`src/rtl/stopwatch_pkg.sv`:
```
// Shared definitions for the stopwatch front-end and display stages.
package stopwatch_pkg;

    // FSM state encoding, also exported on state_o.
    typedef enum logic [1:0] {
        IDLE   = 2'd0,
        RUN    = 2'd1,
        PAUSED = 2'd2,
        LAP    = 2'd3
    } sw_state_t;

    // Board defaults: 50 MHz clock, 100 Hz tick, 10 ms debounce.
    localparam int TICK_DIV_DEFAULT  = 500000;
    localparam int DB_CYCLES_DEFAULT = 500000;

    // Active-low 7-segment pattern for one decimal digit, bit order gfedcba.
    // Non-decimal codes blank the digit.
    function automatic logic [6:0] seg7_digit(input logic [3:0] d);
        logic [6:0] seg;
        case (d)
            4'd0:    seg = 7'b1000000;
            4'd1:    seg = 7'b1111001;
            4'd2:    seg = 7'b0100100;
            4'd3:    seg = 7'b0110000;
            4'd4:    seg = 7'b0011001;
            4'd5:    seg = 7'b0010010;
            4'd6:    seg = 7'b0000010;
            4'd7:    seg = 7'b1111000;
            4'd8:    seg = 7'b0000000;
            4'd9:    seg = 7'b0010000;
            default: seg = 7'b1111111;
        endcase
        return seg;
    endfunction

endpackage

```
`src/rtl/stopwatch_tick_ctrl_btn_debounce.sv`:
```
// One push-button input path: 2-FF synchroniser, polarity normalisation,
// debounce counter and a registered one-cycle press pulse.
module btn_debounce
    import stopwatch_pkg::*;
#(
    parameter int DB_CYCLES      = DB_CYCLES_DEFAULT,
    parameter int BTN_ACTIVE_LOW = 1
) (
    input  logic clk,
    input  logic reset,
    input  logic btn,
    output logic press
);

    localparam int              CW           = (DB_CYCLES > 1) ? $clog2(DB_CYCLES) : 1;
    localparam logic [CW-1:0]   CNT_LAST     = CW'(DB_CYCLES - 1);
    localparam logic            RELEASED_RAW = (BTN_ACTIVE_LOW != 0) ? 1'b1 : 1'b0;

    logic          sync1, sync2;
    logic          level;      // synchronised level, 1 = pressed
    logic          db_level;   // debounced level, 1 = pressed
    logic          db_level_d; // debounced level one cycle late, for edge detect
    logic [CW-1:0] cnt;

    // Bring the raw button into the clk domain; reset parks it at "released".
    always_ff @(posedge clk or posedge reset) begin
        if (reset) begin
            sync1 <= RELEASED_RAW;
            sync2 <= RELEASED_RAW;
        end else begin
            sync1 <= btn;
            sync2 <= sync1;
        end
    end

    assign level = sync2 ^ RELEASED_RAW;

    // Count consecutive disagreeing samples; accept the new level after DB_CYCLES of them.
    always_ff @(posedge clk or posedge reset) begin
        if (reset) begin
            cnt      <= '0;
            db_level <= 1'b0;
        end else if (level != db_level) begin
            if (cnt == CNT_LAST) begin
                cnt      <= '0;
                db_level <= level;
            end else begin
                cnt <= cnt + 1'b1;
            end
        end else begin
            cnt <= '0;
        end
    end

    // Registered pulse on the released-to-pressed flip only; releases are silent.
    always_ff @(posedge clk or posedge reset) begin
        if (reset) begin
            db_level_d <= 1'b0;
            press      <= 1'b0;
        end else begin
            db_level_d <= db_level;
            press      <= db_level & ~db_level_d;
        end
    end

endmodule

```
`src/rtl/stopwatch_tick_ctrl.sv`:
```
// Stopwatch front-end: debounced buttons, run/pause/lap FSM and the
// 1/100 s tick prescaler that drives the downstream time counter.
module stopwatch_tick_ctrl
    import stopwatch_pkg::*;
#(
    parameter int TICK_DIV       = TICK_DIV_DEFAULT,
    parameter int DB_CYCLES      = DB_CYCLES_DEFAULT,
    parameter int BTN_ACTIVE_LOW = 1
) (
    input  logic       clk,
    input  logic       reset,
    input  logic       btn_start,
    input  logic       btn_clear,
    input  logic       btn_lap,
    output logic       tick_o,
    output logic       running_o,
    output logic       freeze_o,
    output logic       clear_o,
    output logic [1:0] state_o
);

    localparam int            PW         = $clog2(TICK_DIV);
    localparam logic [PW-1:0] PRESC_LAST = PW'(TICK_DIV - 1);

    logic          start_press, clear_press, lap_press;
    sw_state_t     state_q, state_n;
    logic          clear_n;
    logic          counting;
    logic [PW-1:0] presc_q;

    btn_debounce #(.DB_CYCLES(DB_CYCLES), .BTN_ACTIVE_LOW(BTN_ACTIVE_LOW)) u_db_start (
        .clk   (clk),
        .reset (reset),
        .btn   (btn_start),
        .press (start_press)
    );

    btn_debounce #(.DB_CYCLES(DB_CYCLES), .BTN_ACTIVE_LOW(BTN_ACTIVE_LOW)) u_db_clear (
        .clk   (clk),
        .reset (reset),
        .btn   (btn_clear),
        .press (clear_press)
    );

    btn_debounce #(.DB_CYCLES(DB_CYCLES), .BTN_ACTIVE_LOW(BTN_ACTIVE_LOW)) u_db_lap (
        .clk   (clk),
        .reset (reset),
        .btn   (btn_lap),
        .press (lap_press)
    );

    // FSM state register.
    always_ff @(posedge clk or posedge reset) begin
        if (reset) state_q <= IDLE;
        else       state_q <= state_n;
    end

    // Next state and clear request; start outranks clear, clear outranks lap.
    always_comb begin
        state_n = state_q;
        clear_n = 1'b0;
        case (state_q)
            IDLE: begin
                if (start_press)      state_n = RUN;
                else if (clear_press) clear_n = 1'b1;
            end
            RUN: begin
                if (start_press)      state_n = PAUSED;
                else if (lap_press)   state_n = LAP;
            end
            LAP: begin
                if (start_press)      state_n = PAUSED;
                else if (lap_press)   state_n = RUN;
            end
            PAUSED: begin
                if (start_press) begin
                    state_n = RUN;
                end else if (clear_press) begin
                    state_n = IDLE;
                    clear_n = 1'b1;
                end
            end
            default: state_n = IDLE;
        endcase
    end

    assign counting = (state_q == RUN) || (state_q == LAP);
    assign state_o  = state_q;

    // Status outputs registered from the next state so they change with state_o.
    always_ff @(posedge clk or posedge reset) begin
        if (reset) begin
            running_o <= 1'b0;
            freeze_o  <= 1'b0;
            clear_o   <= 1'b0;
        end else begin
            running_o <= (state_n == RUN) || (state_n == LAP);
            freeze_o  <= (state_n == LAP);
            clear_o   <= clear_n;
        end
    end

    // Prescaler advances while counting, holds its fraction when paused, and
    // ticks on wrap; a wrap on the pausing edge still issues its tick.
    always_ff @(posedge clk or posedge reset) begin
        if (reset) begin
            presc_q <= '0;
            tick_o  <= 1'b0;
        end else begin
            if (clear_n)       presc_q <= '0;
            else if (counting) presc_q <= (presc_q == PRESC_LAST) ? '0 : presc_q + 1'b1;
            tick_o <= counting && (presc_q == PRESC_LAST);
        end
    end

endmodule

```
`config.mk`:
```
export PLATFORM = sky130hd
export DESIGN_NAME = stopwatch_tick_ctrl
export DESIGN_NICKNAME = d
export VERILOG_FILES = /design/src/rtl/stopwatch_pkg.sv /design/src/rtl/stopwatch_tick_ctrl_btn_debounce.sv /design/src/rtl/stopwatch_tick_ctrl.sv
export SDC_FILE = /design/constraint.sdc
export NUM_CORES = 1
export LEC_CHECK = 0
export CAP_MARGIN = 40
export CORE_UTILIZATION = 60
export DETAILED_ROUTE_END_ITERATION = 10
export DONT_BUFFER_PORTS = 1
export GPL_TIMING_DRIVEN = 0
export PLACE_DENSITY = 0.76
export SLEW_MARGIN = 20
export SYNTH_ARGS = -nofsm -noshare
export SYNTH_HDL_FRONTEND = slang
export SYNTH_HIERARCHICAL = 1
export SYNTH_SLANG_ARGS = --single-unit
```
`constraint.sdc`:
```
create_clock -name clk -period 2.33 [get_ports clk]
set_clock_uncertainty 0.05 [all_clocks]
set_input_delay 0.466 -clock clk [delete_from_list [all_inputs] [get_ports clk]]
set_output_delay 0.466 -clock clk [all_outputs]
set_load 0.02 [all_outputs]
```
# [After elaboration in Yosys (flattened, before gate mapping)]
# Cells that the tools add are included.
[word_totals] output_inout_bits=6 wordCells=78 ff_bits=97
[op_classes] n_mux=20 n_eq_ne=12 n_addsub=4 n_bitwise=9 reduce_logical=9
[ops] op="19-bit 2-to-1 mux" n=9
[ops] op="19-bit by 1-bit adder with 19-bit output (second input constant)" n=4
[ops] op="19-bit equality test (second input constant)" n=4
[ops] op="2-bit 2-to-1 mux" n=7
[ops] op="2-bit one-hot mux with 4 select lines" n=1
[ops] op="2-bit equality test (second input constant)" n=3
[ops] op="1-bit NOT" n=6
[ops] op="2-bit AND reduction" n=3
[ops] op="2-bit by 1-bit equality test with 1-bit output (second input constant)" n=2
[ops] op="1-bit AND" n=3
[ops] op="1-bit 2-to-1 mux" n=3
[ops] op="1-bit != test" n=3
[ops] op="2-bit logical NOT" n=1
[ops] op="1-bit logical OR" n=2
[ops] op="2-bit nonzero test" n=1
[ops] op="2-bit OR reduction" n=1
[ops] op="1-bit logical AND" n=1

# [Depth between registers and ports, before layout]
[logic_depth] word_depth=5 ltp_mapped=7 ltp_nobuf=6

# [By module]
# The synthesis kept the hierarchy.
[by_module_without_submodules] module="btn_debounce" area_per_inst_um2=1131.1 seq_area_each_um2=603.1 n_inst=3 cells_per_inst=107
[by_module_without_submodules] module="stopwatch_tick_ctrl" area_per_inst_um2=1350.0 seq_area_each_um2=625.6 n_inst=1 cells_per_inst=146

# [Least setup slack after synthesis]
# No wires, ideal clock.
[synth_timing] kind="register to register" startpoint="reg u_db_clear.cnt[11]" endpoint="reg u_db_clear.cnt[10]" setup_time_ns=0.119 stages_incl_launch_ff=6 n_path_buf=1 arrival_time_ns=1.724 slack_ns=0.438 cell_sequence="dfrtp_1 > or4_1 > or3_4 > o21ai_4 > buf_6 > nor2_1"
[synth_via] elab_chain_cells=3
[synth_lines] element="from (decl)" line_no="stopwatch_tick_ctrl_btn_debounce.sv:23" rtl="logic [CW-1:0] cnt;"
[synth_lines] element="from (signal assigned)" line_no="stopwatch_tick_ctrl_btn_debounce.sv:48" rtl="cnt <= cnt + 1'b1;"
[synth_lines] element="19-bit equality test" line_no="stopwatch_tick_ctrl_btn_debounce.sv:44" rtl="if (cnt == CNT_LAST) begin"
[synth_lines] element="19-bit 2-to-1 mux" line_no="stopwatch_tick_ctrl_btn_debounce.sv:44"
[synth_lines] element="19-bit 2-to-1 mux" line_no="stopwatch_tick_ctrl_btn_debounce.sv:43" rtl="end else if (level != db_level) begin"
# No other way between the ends.
# A chain may end at the register's enable or synchronous reset.

# [Worst setup path in the final report]
[layout_timing] startpoint="reg presc_q[0]" endpoint="reg presc_q[18]"
[layout_via] elab_chain_cells=4
[layout_lines] element="from (decl)" line_no="stopwatch_tick_ctrl.sv:29" rtl="logic [PW-1:0] presc_q;"
[layout_lines] element="from (signal assigned)" line_no="stopwatch_tick_ctrl.sv:111" rtl="else if (counting) presc_q <= (presc_q == PRESC_LAST) ? '0 : presc_q + 1'b1;"
[layout_lines] element="19-bit by 1-bit adder with 19-bit output / 19-bit equality test (equally long branches)" line_no="stopwatch_tick_ctrl.sv:111"
[layout_lines] element="19-bit 2-to-1 mux * (2 in series)" line_no="stopwatch_tick_ctrl.sv:111"
[layout_lines] element="19-bit 2-to-1 mux *" line_no="stopwatch_tick_ctrl.sv:110" rtl="if (clear_n) presc_q <= '0;"
# Mark *: on every way between the ends. The rest lies on a longest branch, timed or not. The select of a mux whose other input is x is not followed.

==> out/metrics.cfg <==
[placement]
total_half_perimeter_wirelength_after_legalization_and_detailed_placement_um=6180
gpl.final_weighted_congestion=0.832
preCtsSetupSlack_ns=0.249
port_buffers=0

[routing]
drtPass1Iterations=4
drt_first_iter_violations=206
routedWlPerCell_um=15.2
postRouteWirelength_um=8960
avgViaCountPerCell=5.86
routed-via-count=3463
detail_route.drc_violations=0
detail-route-antenna-nets=0

[synth]
async_flop_share_pct=100
netlist_area_sq_um=4740
ys_types=48
synth-seq-area-share_pct=51.3
synth_top_flop_cell=dfrtp_1
syn-instance-count=467
ys_warn_count=6
synth_enable_flop_cells=0
mappedNetlistNets=476
synth.avg_cell_area_sq_um=10.2
synth_seq_cells=97

[timing]
timing.final.crit_share_pct=89.7
final.setup.worst_slack_ns=0.241
report.final.hold_viol_count=0
post-route-min-period_ns=2.09
report.final.setup_viol=0
relSlewSlack_pct=59.0
worst_slack_on_hold_paths_ns=0.0391
slew_violations=0
fmax_mhz=479
max_slew.worst_pin.slew_ns=0.610
setup-tns-final_ns=0
grt_setup_unrepaired=false

[flow_run]
drv.max_cap_violation_count=0

[cells_and_area]
num_antenna_cells=0
drive_gt1_share_pct=12.1
area_growth_syn_to_layout_pct=8.60
fin_nets=493

[floorplan]
floorplan.core_area_sq_um=7690
die_h_um=90.9
io-pin-count=11
initial_core_util_pct=61.7
core.rowCount=32
die_area_sq_um=8260
die-width_um=90.9

[power_and_ir_drop]
power_report.internal_total_uw=2250
power.clock.fraction_pct=38.5
p_switching_uw=706
power_density_of_the_placed_cells_nw_per_um2=574
part_of_the_total_power_dissipated_in_sequential_elements_pct=58.2
p_sw_share_pct=23.9
fin_total_pwr_uw=2960
irDropWorstVdd_mv=0.405
power.share.combinational_pct=3.3
leakage_uw=0.00214

[cts]
tritoncts=done
clock-root-buffer=clkbuf_8
clock_latency_ns=0.38
post_cts_resize_count=0
clock_tree.buffer_depth=2
cts_inserted_buffers=9
h-tree-depth=3
clkTransAtPathRegs_ns=0.11
tritoncts_num_sinks=97
post-cts-setup-buffers=0

[setup_path]
cp.arrival_ns=2.36
crit-reg2reg-launch=presc_q[0]$_DFFE_PP0P_
crit_family=simple AND/OR/NAND/NOR gates
reg2reg_depth=6
critical_path_class=reg2reg
cp_cell_sequence=ha_1 > nand4_2 > nor4_2 > nand3_1 > or3_1 > o21ai_1
timing.critical_path.from_type=flop
end_kind=flop
critPathMaxFanout=6
cpPeakStageDelay_ns=0.47
r2r_setup_slack_ns=0.24
reg2reg_to=presc_q[18]$_DFFE_PP0P_
path_buf_inv=0
worstPathRequired_ns=2.60
worst_path_max_delay_cell=nor4_2

[worst_hold_path]
worstHoldStart=btn_lap
hold_end=u_db_lap/sync1$_DFF_PP1_
min_delay_path_depth=0
holdCritPathClass=in2reg

[grt]
grt_first_pass_wirelength_um=15700
globalRouteTotalUtil_pct=24.1
antenna_found_initial=0
pin_count_of_the_biggest_net_entering_global_routing=19
grt_overflow=0
grt_pass1_vias=3316

[status]
run_status=finished, final reports clean

[layout make-up]
| class | instances | area [sq um] |
|---|---|---|
| clock inverters | 6 | 72.6 |
| multi-input cells | 336 | 2140 |
| clock buffers | 10 | 128 |
| fillers | 617 | 2540 |
| repair buffers | 6 | 80.1 |
| plain buffers | 16 | 97.6 |
| inverters | 18 | 67.6 |
| well taps | 102 | 128 |
| flip-flops and latches | 97 | 2430 |
[cell usage after synthesis (all sizes together) (7+ instances only)]
cell	n	area share (%)
nand3	32	3.4
buf	8	1.3
and4	9	1.7
xnor2	26	4.8
nor4	9	1.5
or4	7	1.2
o21ai	19	2.7
inv	18	1.4
or3	10	1.6
nor2	60	4.7
dfrtp	91	48
a21oi	18	2.0
clkbuf	8	0.71
nand2	35	2.8
xor2	25	4.6
nand4	22	3.2
[kinds of logic after synthesis]
| kind of cell | synth area share (%) |
|---|---|
| simple gates | 26.2 |
| fa+ha+maj | 1.06 |
| xor+xnor | 9.42 |
| compound gates | 7.47 |
| flops | 51.3 |
| buf+inv | 3.48 |
| mux | 1.06 |
[repair_timing]
action                                  in CTS  in global routing
hold endpoints to repair                    43                  1
hold buffers                                 1                  1
endpoints found under the setup margin       0                  0
[how the worst max path moves through the flow]
stage	start	slack, ns	cells after the start	end
6_report	presc_q[0]$_DFFE_PP0P_	0.24	6	presc_q[18]$_DFFE_PP0P_
2_1_floorplan	u_db_clear/cnt[11]$_DFF_PP0_	0.44	5	u_db_clear/cnt[10]$_DFF_PP0_
5_1_grt	presc_q[0]$_DFFE_PP0P_	0.04	6	presc_q[18]$_DFFE_PP0P_
3_3_place_gp	u_db_clear/cnt[11]$_DFF_PP0_	0.28	5	u_db_clear/cnt[8]$_DFF_PP0_
4_1_cts	u_db_clear/cnt[11]$_DFF_PP0_	0.25	5	u_db_clear/cnt[8]$_DFF_PP0_
3_5_place_dp	presc_q[6]$_DFFE_PP0P_	0.25	5	presc_q[11]$_DFFE_PP0P_
[registers in the layout, summed over array words and instances (netlist names), 2 cells and up]
| register | count |
|---|---|
| state_o | 2 |
| u_db_lap/cnt | 19 |
| presc_q | 19 |
| u_db_clear/cnt | 19 |
| u_db_start/cnt | 19 |
[routing by layer]
metal | up-vias | global-route usage (%) | part of all wire (%)
met2 | 87 | 38.0 | 48
met1 | 1687 | 33.1 | 46
met4 | 0 | 10.8 | 1.7
li1 | 1677 | - | -
met5 | - | 0 | 0
met3 | 12 | 3.62 | 3.9
[power by group through the flow]
stage | combinational [uW] | sequential [uW] | clock [uW]
2_1_floorplan | 67.3 | 1750 | 0
3_3_place_gp | 83.2 | 1750 | 0
3_5_place_dp | 97.0 | 1750 | 0
4_1_cts | 99.7 | 1720 | 1170
5_1_grt | 114 | 1720 | 1230
6_report | 97.1 | 1720 | 1140
[per-stage QoR]
step                      area [sq um]  cells  utilization (%)
final                             5150    591             67.0
after global routing              5150    591             67.0
after CTS                         5140    590             66.9
after detailed placement          4930    573             64.1
after global placement            4870    569             63.4
after floorplan                   4740    467                -
[cell usage in the layout, fill, tap and decap left out, types with 6 or more instances in the layout]
| cell type | synthesis | routed |
|---|---|---|
| o21ai_0 | 12 | 12 |
| inv_1 | 18 | 18 |
| a21oi_1 | 17 | 17 |
| nor2_1 | 60 | 60 |
| and3_1 | 6 | 6 |
| and4_1 | 6 | 6 |
| nand4_1 | 20 | 20 |
| clkbuf_1 | 5 | 6 |
| dfrtp_1 | 91 | 91 |
| nor2b_1 | 6 | 6 |
| or4_1 | 6 | 6 |
| nor4_1 | 7 | 7 |
| xor2_1 | 25 | 25 |
| or3_1 | 7 | 7 |
| nand2_1 | 35 | 35 |
| xnor2_1 | 26 | 26 |
| dfstp_2 | 6 | 6 |
| clkbuf_8 | 0 | 9 |
| nand3_1 | 32 | 32 |
(Power assumes the default switching activity.)
